## src/rtl/count_display_pkg.sv

```systemverilog
// Shared glyph codes, digit index type and output polarity helper for the
// multiplexed seven-segment count display.
package count_display_pkg;

  localparam logic [6:0] SEG_0     = 7'h3F;
  localparam logic [6:0] SEG_1     = 7'h06;
  localparam logic [6:0] SEG_2     = 7'h5B;
  localparam logic [6:0] SEG_3     = 7'h4F;
  localparam logic [6:0] SEG_4     = 7'h66;
  localparam logic [6:0] SEG_5     = 7'h6D;
  localparam logic [6:0] SEG_6     = 7'h7D;
  localparam logic [6:0] SEG_7     = 7'h07;
  localparam logic [6:0] SEG_8     = 7'h7F;
  localparam logic [6:0] SEG_9     = 7'h6F;
  localparam logic [6:0] SEG_U     = 7'h3E;
  localparam logic [6:0] SEG_D     = 7'h5E;
  localparam logic [6:0] SEG_BLANK = 7'h00;

  typedef logic [1:0] digit_idx_t;

  typedef enum logic [1:0] {
    GLYPH_NUM,
    GLYPH_BLANK,
    GLYPH_U,
    GLYPH_D
  } glyph_t;

  typedef struct packed {
    logic [3:0] an;
    logic       dp;
    logic [6:0] seg;
  } disp_out_t;

  // Active-high bundle in, pin-level bundle out.
  function automatic disp_out_t apply_pol(input disp_out_t v, input bit active_low);
    return active_low ? disp_out_t'(~v) : v;
  endfunction

endpackage

```

## src/rtl/count_display_seg7_decode.sv

```systemverilog
// Combinational glyph decoder: decimal digit or fixed glyph to gfedcba pattern.
module seg7_decode
  import count_display_pkg::*;
(
  input  logic [3:0] code,
  input  glyph_t     glyph,
  output logic [6:0] seg
);

  always_comb begin
    seg = SEG_BLANK;
    case (glyph)
      GLYPH_NUM: begin
        case (code)
          4'd0:    seg = SEG_0;
          4'd1:    seg = SEG_1;
          4'd2:    seg = SEG_2;
          4'd3:    seg = SEG_3;
          4'd4:    seg = SEG_4;
          4'd5:    seg = SEG_5;
          4'd6:    seg = SEG_6;
          4'd7:    seg = SEG_7;
          4'd8:    seg = SEG_8;
          4'd9:    seg = SEG_9;
          default: seg = SEG_BLANK;
        endcase
      end
      GLYPH_U:     seg = SEG_U;
      GLYPH_D:     seg = SEG_D;
      default:     seg = SEG_BLANK;
    endcase
  end

endmodule

```

## src/rtl/count_display.sv

```systemverilog
// Four-digit multiplexed display of the up/down counter value and direction,
// with wrap detection, wrap pulse and a timed decimal-point indicator.
module count_display
  import count_display_pkg::*;
#(
  parameter int REFRESH_DIV  = 50000,
  parameter int WRAP_HOLD    = 25000000,
  parameter bit COMMON_ANODE = 1'b1
) (
  input  logic       clk,
  input  logic       reset,
  input  logic [3:0] count_in,
  input  logic       mode_in,
  input  logic       blank_lz,
  output logic [6:0] seg_out,
  output logic       dp_out,
  output logic [3:0] an_out,
  output logic       wrap_pulse
);

  localparam int DIV_W  = $clog2(REFRESH_DIV);
  localparam int HOLD_W = $clog2(WRAP_HOLD + 1);
  localparam logic [DIV_W-1:0]  DIV_LAST  = DIV_W'(REFRESH_DIV - 1);
  localparam logic [HOLD_W-1:0] HOLD_INIT = HOLD_W'(WRAP_HOLD);
  localparam disp_out_t OUT_OFF = apply_pol(disp_out_t'('0), COMMON_ANODE);

  logic [3:0]        cnt_s;
  logic              mode_s;
  logic              sample_valid;
  logic              wrap_d;
  logic [HOLD_W-1:0] hold;
  logic [DIV_W-1:0]  div;
  digit_idx_t        idx;
  logic [3:0]        disp_val;
  logic              disp_mode;
  disp_out_t         out_r;

  logic [3:0] tens, ones, code;
  glyph_t     glyph;
  logic [6:0] pat;
  disp_out_t  out_nxt;

  // Wrap is judged against the incoming sample so wrap_d aligns with the
  // cnt_s update and the pulse lands one clk later.
  always_ff @(posedge clk or negedge reset) begin
    if (!reset) begin
      cnt_s        <= '0;
      mode_s       <= 1'b1;
      sample_valid <= 1'b0;
      wrap_d       <= 1'b0;
      wrap_pulse   <= 1'b0;
      hold         <= '0;
    end else begin
      cnt_s        <= count_in;
      mode_s       <= mode_in;
      sample_valid <= 1'b1;
      wrap_d       <= sample_valid &&
                      ((cnt_s == 4'd15 && count_in == 4'd0  &&  mode_in) ||
                       (cnt_s == 4'd0  && count_in == 4'd15 && !mode_in));
      wrap_pulse   <= wrap_d;
      if (wrap_d)            hold <= HOLD_INIT;
      else if (hold != '0)   hold <= hold - 1'b1;
    end
  end

  // Display value is only refreshed at the 3->0 boundary so a scan never tears.
  always_ff @(posedge clk or negedge reset) begin
    if (!reset) begin
      div       <= '0;
      idx       <= '0;
      disp_val  <= '0;
      disp_mode <= 1'b1;
    end else if (div == DIV_LAST) begin
      div <= '0;
      idx <= idx + 1'b1;
      if (idx == 2'd3) begin
        disp_val  <= cnt_s;
        disp_mode <= mode_s;
      end
    end else begin
      div <= div + 1'b1;
    end
  end

  assign tens = (disp_val >= 4'd10) ? 4'd1 : 4'd0;
  assign ones = (disp_val >= 4'd10) ? disp_val - 4'd10 : disp_val;

  always_comb begin
    code  = 4'd0;
    glyph = GLYPH_BLANK;
    case (idx)
      2'd0: begin code = ones; glyph = GLYPH_NUM; end
      2'd1: begin
        code  = tens;
        glyph = (blank_lz && tens == 4'd0) ? GLYPH_BLANK : GLYPH_NUM;
      end
      2'd2:    glyph = GLYPH_BLANK;
      default: glyph = disp_mode ? GLYPH_U : GLYPH_D;
    endcase
  end

  seg7_decode u_dec (
    .code  (code),
    .glyph (glyph),
    .seg   (pat)
  );

  always_comb begin
    out_nxt.an  = 4'(1) << idx;
    out_nxt.dp  = (hold != '0) && (idx == 2'd0);
    out_nxt.seg = pat;
  end

  always_ff @(posedge clk or negedge reset) begin
    if (!reset) out_r <= OUT_OFF;
    else        out_r <= apply_pol(out_nxt, COMMON_ANODE);
  end

  assign an_out  = out_r.an;
  assign dp_out  = out_r.dp;
  assign seg_out = out_r.seg;

endmodule

```

## config.mk

```make
export PLATFORM = sky130hd
export DESIGN_NAME = count_display
export DESIGN_NICKNAME = d
export VERILOG_FILES = /design/src/rtl/count_display_pkg.sv /design/src/rtl/count_display_seg7_decode.sv /design/src/rtl/count_display.sv
export SDC_FILE = /design/constraint.sdc
export NUM_CORES = 1
export LEC_CHECK = 0
export CAP_MARGIN = 25
export CORE_MARGIN = 8
export CORE_UTILIZATION = 30
export CTS_BUF_LIST = sky130_fd_sc_hd__clkbuf_16
export CTS_CLUSTER_DIAMETER = 40
export CTS_CLUSTER_SIZE = 14
export DETAILED_ROUTE_END_ITERATION = 8
export HOLD_SLACK_MARGIN = 0.05
export PLACE_DENSITY_LB_ADDON = 0.2
export SLEW_MARGIN = 20
export SYNTH_ARGS = -nofsm -noshare
export SYNTH_HDL_FRONTEND = slang
export SYNTH_SLANG_ARGS = --single-unit
```

## constraint.sdc

```tcl
create_clock -name clk -period 2.75 [get_ports clk]
set_clock_uncertainty 0.2 [all_clocks]
set_input_delay 0.825 -clock clk [delete_from_list [all_inputs] [get_ports clk]]
set_output_delay 0.825 -clock clk [all_outputs]
set_load 0.1 [all_outputs]
```

==> qor.json <==
{
  "clock_tree": {
    "clk_path_buf_depth": 2,
    "clock_sink_count": 68,
    "clk_root_buffer_cell": "sky130_fd_sc_hd__clkbuf_16",
    "cts_tree": "done",
    "clkSlewWorstSetupHoldPaths_ns": 0.06,
    "post-cts-setup-buffers": 0,
    "hold_buffers": 0,
    "cts_htree_levels": 3,
    "cts_buffers": 9,
    "insertion_delay_ns": 0.33
  },
  "global_routing": {
    "grt_max_degree": 32,
    "groute.usage.overall_pct": 9.91,
    "number_of_global_route_vias_before_repair": 2351,
    "overflow_after_grt": 0,
    "grt_antenna_before_repair": 0,
    "grt_first_pass_wirelength_um": 11400
  },
  "setup_path": {
    "worst_path_max_delay_cell": "sky130_fd_sc_hd__or4b_4",
    "crit_path_max_incr_delay_ns": 0.58,
    "cp_cell_sequence": "or4_1 -> or4b_4 -> buf_4 -> nor3_4 -> nor4_1 -> mux2_1",
    "worst_setup_path_start_kind": "flip-flop",
    "timing.critical_path.to_type": "flip-flop",
    "worstPathRequired_ns": 2.76,
    "worst-setup-path-type": "flip-flop to flip-flop",
    "cp.buffers_inverters": 1,
    "crit_arrival_ns": 2.63,
    "critical_path_peak_fanout": 13,
    "crit_family": "simple AND/OR/NAND/NOR gates"
  },
  "placement": {
    "dp.cells": 481,
    "globalplace.congestion": 0.739,
    "placement.cell_area_um2": 3770,
    "port-buffer-count": 20,
    "dp_hpwl_um": 4560,
    "worst_slack_at_placement_ns": -0.0155
  },
  "detailed_routing": {
    "routed_via_density": 4.70,
    "top_layer": "met4",
    "antenna_left": 0,
    "wl_met2_um": 3120,
    "detailedRoute.firstPassIterationCount": 5,
    "totalWireLength_um": 6560,
    "met1_length_um": 3140,
    "wl_cell_um": 13.2,
    "drc": 0,
    "routed_wl_met3_um": 152,
    "vias": 2338,
    "dr.first_iter.drc_count": 101
  },
  "finish": {
    "final_non_filler_cell_total": 497,
    "area_delta_synth_final_pct": 23.7,
    "n_antenna_cell": 0,
    "design_area_um2": 4080,
    "net_count_reported_at_finish": 372,
    "num-fill-cells": 1055,
    "post_route_cells_drive_above_1_share_pct": 22.7
  },
  "timing": {
    "hold-worst-slack_ns": 0.260,
    "worstMarginPinSlew_ns": 0.931,
    "layout_worst_path_cycle_share_pct": 95.4,
    "setup-violations-final": 0,
    "final.min_clock_period_ns": 2.62,
    "relative_slew_slack_pct": 37.9,
    "achievable-frequency_ghz": 0.381,
    "setup_slack_ns": 0.127,
    "grt_setup_unrepaired": "false",
    "slew_viol_final": 0,
    "hold_violations": 0
  },
  "synth": {
    "postSynthRegisterBits": 68,
    "synth_compound_gate_area_share_pct": 9.36,
    "synth_fa_ha_area_share_pct": 4.55,
    "synth.top_cell.area_share_pct": 40.9,
    "yosys_warnings": 0,
    "synth.area.mux_share_pct": 3.03,
    "xor_xnor_share_of_the_synthesized_area_pct": 7.43,
    "netlist.top_cell.by_area": "sky130_fd_sc_hd__dfrtp_1",
    "seq_area_frac_synth_pct": 52.1,
    "netlist_instances": 311,
    "edff_count_synth": 0,
    "area_of_the_mapped_netlist_um2": 3300,
    "synth_ff_type": "sky130_fd_sc_hd__dfrtp_1",
    "post_synth_main_area_contributors": "sky130_fd_sc_hd__dfrtp_1 (41%), sky130_fd_sc_hd__dfstp_2 (11%), sky130_fd_sc_hd__xor2_1 (5.3%), sky130_fd_sc_hd__ha_1 (4.5%), sky130_fd_sc_hd__nor2_1 (4.1%)",
    "synthArstFlopShare_pct": 100,
    "synth.avg_cell_area_um2": 10.6,
    "synth_top_family_by_area": "simple AND/OR/NAND/NOR gates",
    "mappedNetlistNets": 331,
    "synthSimpleGateAreaFrac_pct": 20.1,
    "netlist-cell-type-count": 49
  },
  "power": {
    "total_power_w": 0.00295,
    "max-vdd-ir-drop_v": 0.000266,
    "p_per_area_nw_per_um2": 723,
    "total_leakage_power_nw": 1.80
  },
  "floorplanning": {
    "die_extent_in_x_um": 121,
    "rows": 38,
    "fp.dieArea_um2": 14600,
    "floorplan.initialDensity_pct": 30.6,
    "floorplan.die.height_um": 121,
    "core_area_um2": 10800,
    "io_pins": 21
  },
  "run": {
    "number_of_maximum_capacitance_violations": 0
  },
  "worst_hold_path": {
    "min-delay-path-class": "input port to asynchronous set/reset pin"
  },
  "status": {
    "status": "finished clean"
  }
}
[per-layer routing]
metal	vias up	track usage, %
met1	1147	12.0
met3	11	2.61
li1	1160	-
met5	-	0
met2	20	16.0
met4	0	5.15
[final timing paths]
path	slack, ns	to	start	cells past startpoint
setup reg to reg	0.13	hold[9]$_DFFE_PN0P_	hold[16]$_DFFE_PN0P_	6
max in group asynchronous	1.40	mode_s$_DFF_PN1_	reset	2
min in group clk	0.28	wrap_d$_DFF_PN0_	sample_valid$_DFF_PN0_	1
hold reg to reg	0.28	wrap_d$_DFF_PN0_	sample_valid$_DFF_PN0_	1
hold / removal	0.26	div[11]$_DFF_PN0_	reset	1
setup / recovery	0.13	hold[9]$_DFFE_PN0P_	hold[16]$_DFFE_PN0P_	6
[cell families after synthesis]
| kind of cell | Yosys count |
|---|---|
| compound gates | 45 |
| mux | 9 |
| simple gates | 122 |
| xor+xnor | 28 |
| flops | 68 |
| buf+inv | 26 |
| other cells | 1 |
| fa+ha+maj | 12 |
[state kept, by name (all words and copies together), names as in the netlist]
name,cells
idx,2
hold,25
dp_out,1
disp_val,4
cnt_s,4
an_out,4
div,16
sample_valid,1
seg_out,7
wrap_pulse,1
mode_s,1
wrap_d,1
disp_mode,1
[cells in the final DEF (no fill, tap or decap), types with 7 or more instances in the layout]
master,Yosys,final
sky130_fd_sc_hd__a21oi_1,11,11
sky130_fd_sc_hd__buf_4,0,33
sky130_fd_sc_hd__clkbuf_16,0,9
sky130_fd_sc_hd__dfrtp_1,54,54
sky130_fd_sc_hd__dfstp_2,14,14
sky130_fd_sc_hd__ha_1,12,12
sky130_fd_sc_hd__inv_1,15,19
sky130_fd_sc_hd__mux2_2,7,7
sky130_fd_sc_hd__nand2_1,13,13
sky130_fd_sc_hd__nand2b_1,10,10
sky130_fd_sc_hd__nand3_1,8,8
sky130_fd_sc_hd__nor2_1,36,36
sky130_fd_sc_hd__nor3_1,8,8
sky130_fd_sc_hd__o31ai_1,8,8
sky130_fd_sc_hd__or3_1,9,8
sky130_fd_sc_hd__xnor2_1,8,8
sky130_fd_sc_hd__xor2_1,20,20
[stage by stage]
stage | TNS, ns | utilization, %
after CTS | 0 | 37.7
after floorplan | -0.0361 | -
after detailed placement | -0.0258 | 34.9
after global routing | 0 | 37.8
after global placement | 0 | 34.9
final | 0 | 37.8
[Yosys cell counts (2+ instances only)]
| library cell | instances |
|---|---|
| sky130_fd_sc_hd__buf_2 | 3 |
| sky130_fd_sc_hd__and2_1 | 2 |
| sky130_fd_sc_hd__o21a_1 | 3 |
| sky130_fd_sc_hd__o311ai_1 | 2 |
| sky130_fd_sc_hd__clkbuf_1 | 5 |
| sky130_fd_sc_hd__o31a_1 | 3 |
| sky130_fd_sc_hd__nand2b_1 | 10 |
| sky130_fd_sc_hd__buf_1 | 2 |
| sky130_fd_sc_hd__xor2_1 | 20 |
| sky130_fd_sc_hd__o211ai_1 | 4 |
| sky130_fd_sc_hd__or3b_1 | 2 |
| sky130_fd_sc_hd__xnor2_1 | 8 |
| sky130_fd_sc_hd__nand4b_1 | 2 |
| sky130_fd_sc_hd__nand3b_1 | 2 |
| sky130_fd_sc_hd__nor2_1 | 36 |
| sky130_fd_sc_hd__or2_2 | 3 |
| sky130_fd_sc_hd__nand3_1 | 8 |
| sky130_fd_sc_hd__nor2b_1 | 3 |
| sky130_fd_sc_hd__mux2_2 | 7 |
| sky130_fd_sc_hd__nor3_1 | 8 |
| sky130_fd_sc_hd__ha_1 | 12 |
| sky130_fd_sc_hd__nand2_1 | 13 |
| sky130_fd_sc_hd__a21oi_1 | 11 |
| sky130_fd_sc_hd__or4b_2 | 2 |
| sky130_fd_sc_hd__o21ai_1 | 3 |
| sky130_fd_sc_hd__or3_1 | 9 |
| sky130_fd_sc_hd__or4_1 | 6 |
| sky130_fd_sc_hd__inv_1 | 15 |
| sky130_fd_sc_hd__nand4_1 | 5 |
| sky130_fd_sc_hd__dfstp_2 | 14 |
| sky130_fd_sc_hd__o21ai_0 | 6 |
| sky130_fd_sc_hd__o31ai_1 | 8 |
| sky130_fd_sc_hd__dfrtp_1 | 54 |
| sky130_fd_sc_hd__nor4_1 | 5 |
[power by group]
group | switching [W] | total [W] | internal, W
Sequential | 0.000135 | 0.00130 | 0.00116
Clock | 0.000398 | 0.00108 | 0.000684
Combinational | 0.000286 | 0.000572 | 0.000286
[what timing repair did]
action	in CTS	in global routing
pin swaps	1	0
setup endpoints to repair	5	15
gates resized for setup	4	2
[cell type report]
cell class | count | area [um2] | area share [%]
flip-flops and latches | 68 | 1720 | 42.1
multi-input cells | 217 | 1520 | 37.2
repair buffers | 41 | 333 | 8.15
clock buffers | 9 | 225 | 5.52
well taps | 140 | 175 | 4.29
inverters | 15 | 56.3 | 1.38
clock inverters | 7 | 55.1 | 1.35
[worst reg2reg max path, cell delays in order, from the launching register on]
cell and delay, ns:
sky130_fd_sc_hd__dfrtp_1 0.37, sky130_fd_sc_hd__or4_1 0.56, sky130_fd_sc_hd__or4b_4 0.58, sky130_fd_sc_hd__buf_4 0.22, sky130_fd_sc_hd__nor3_4 0.19, sky130_fd_sc_hd__nor4_1 0.08, sky130_fd_sc_hd__mux2_1 0.30
(Power assumes the default switching activity.)
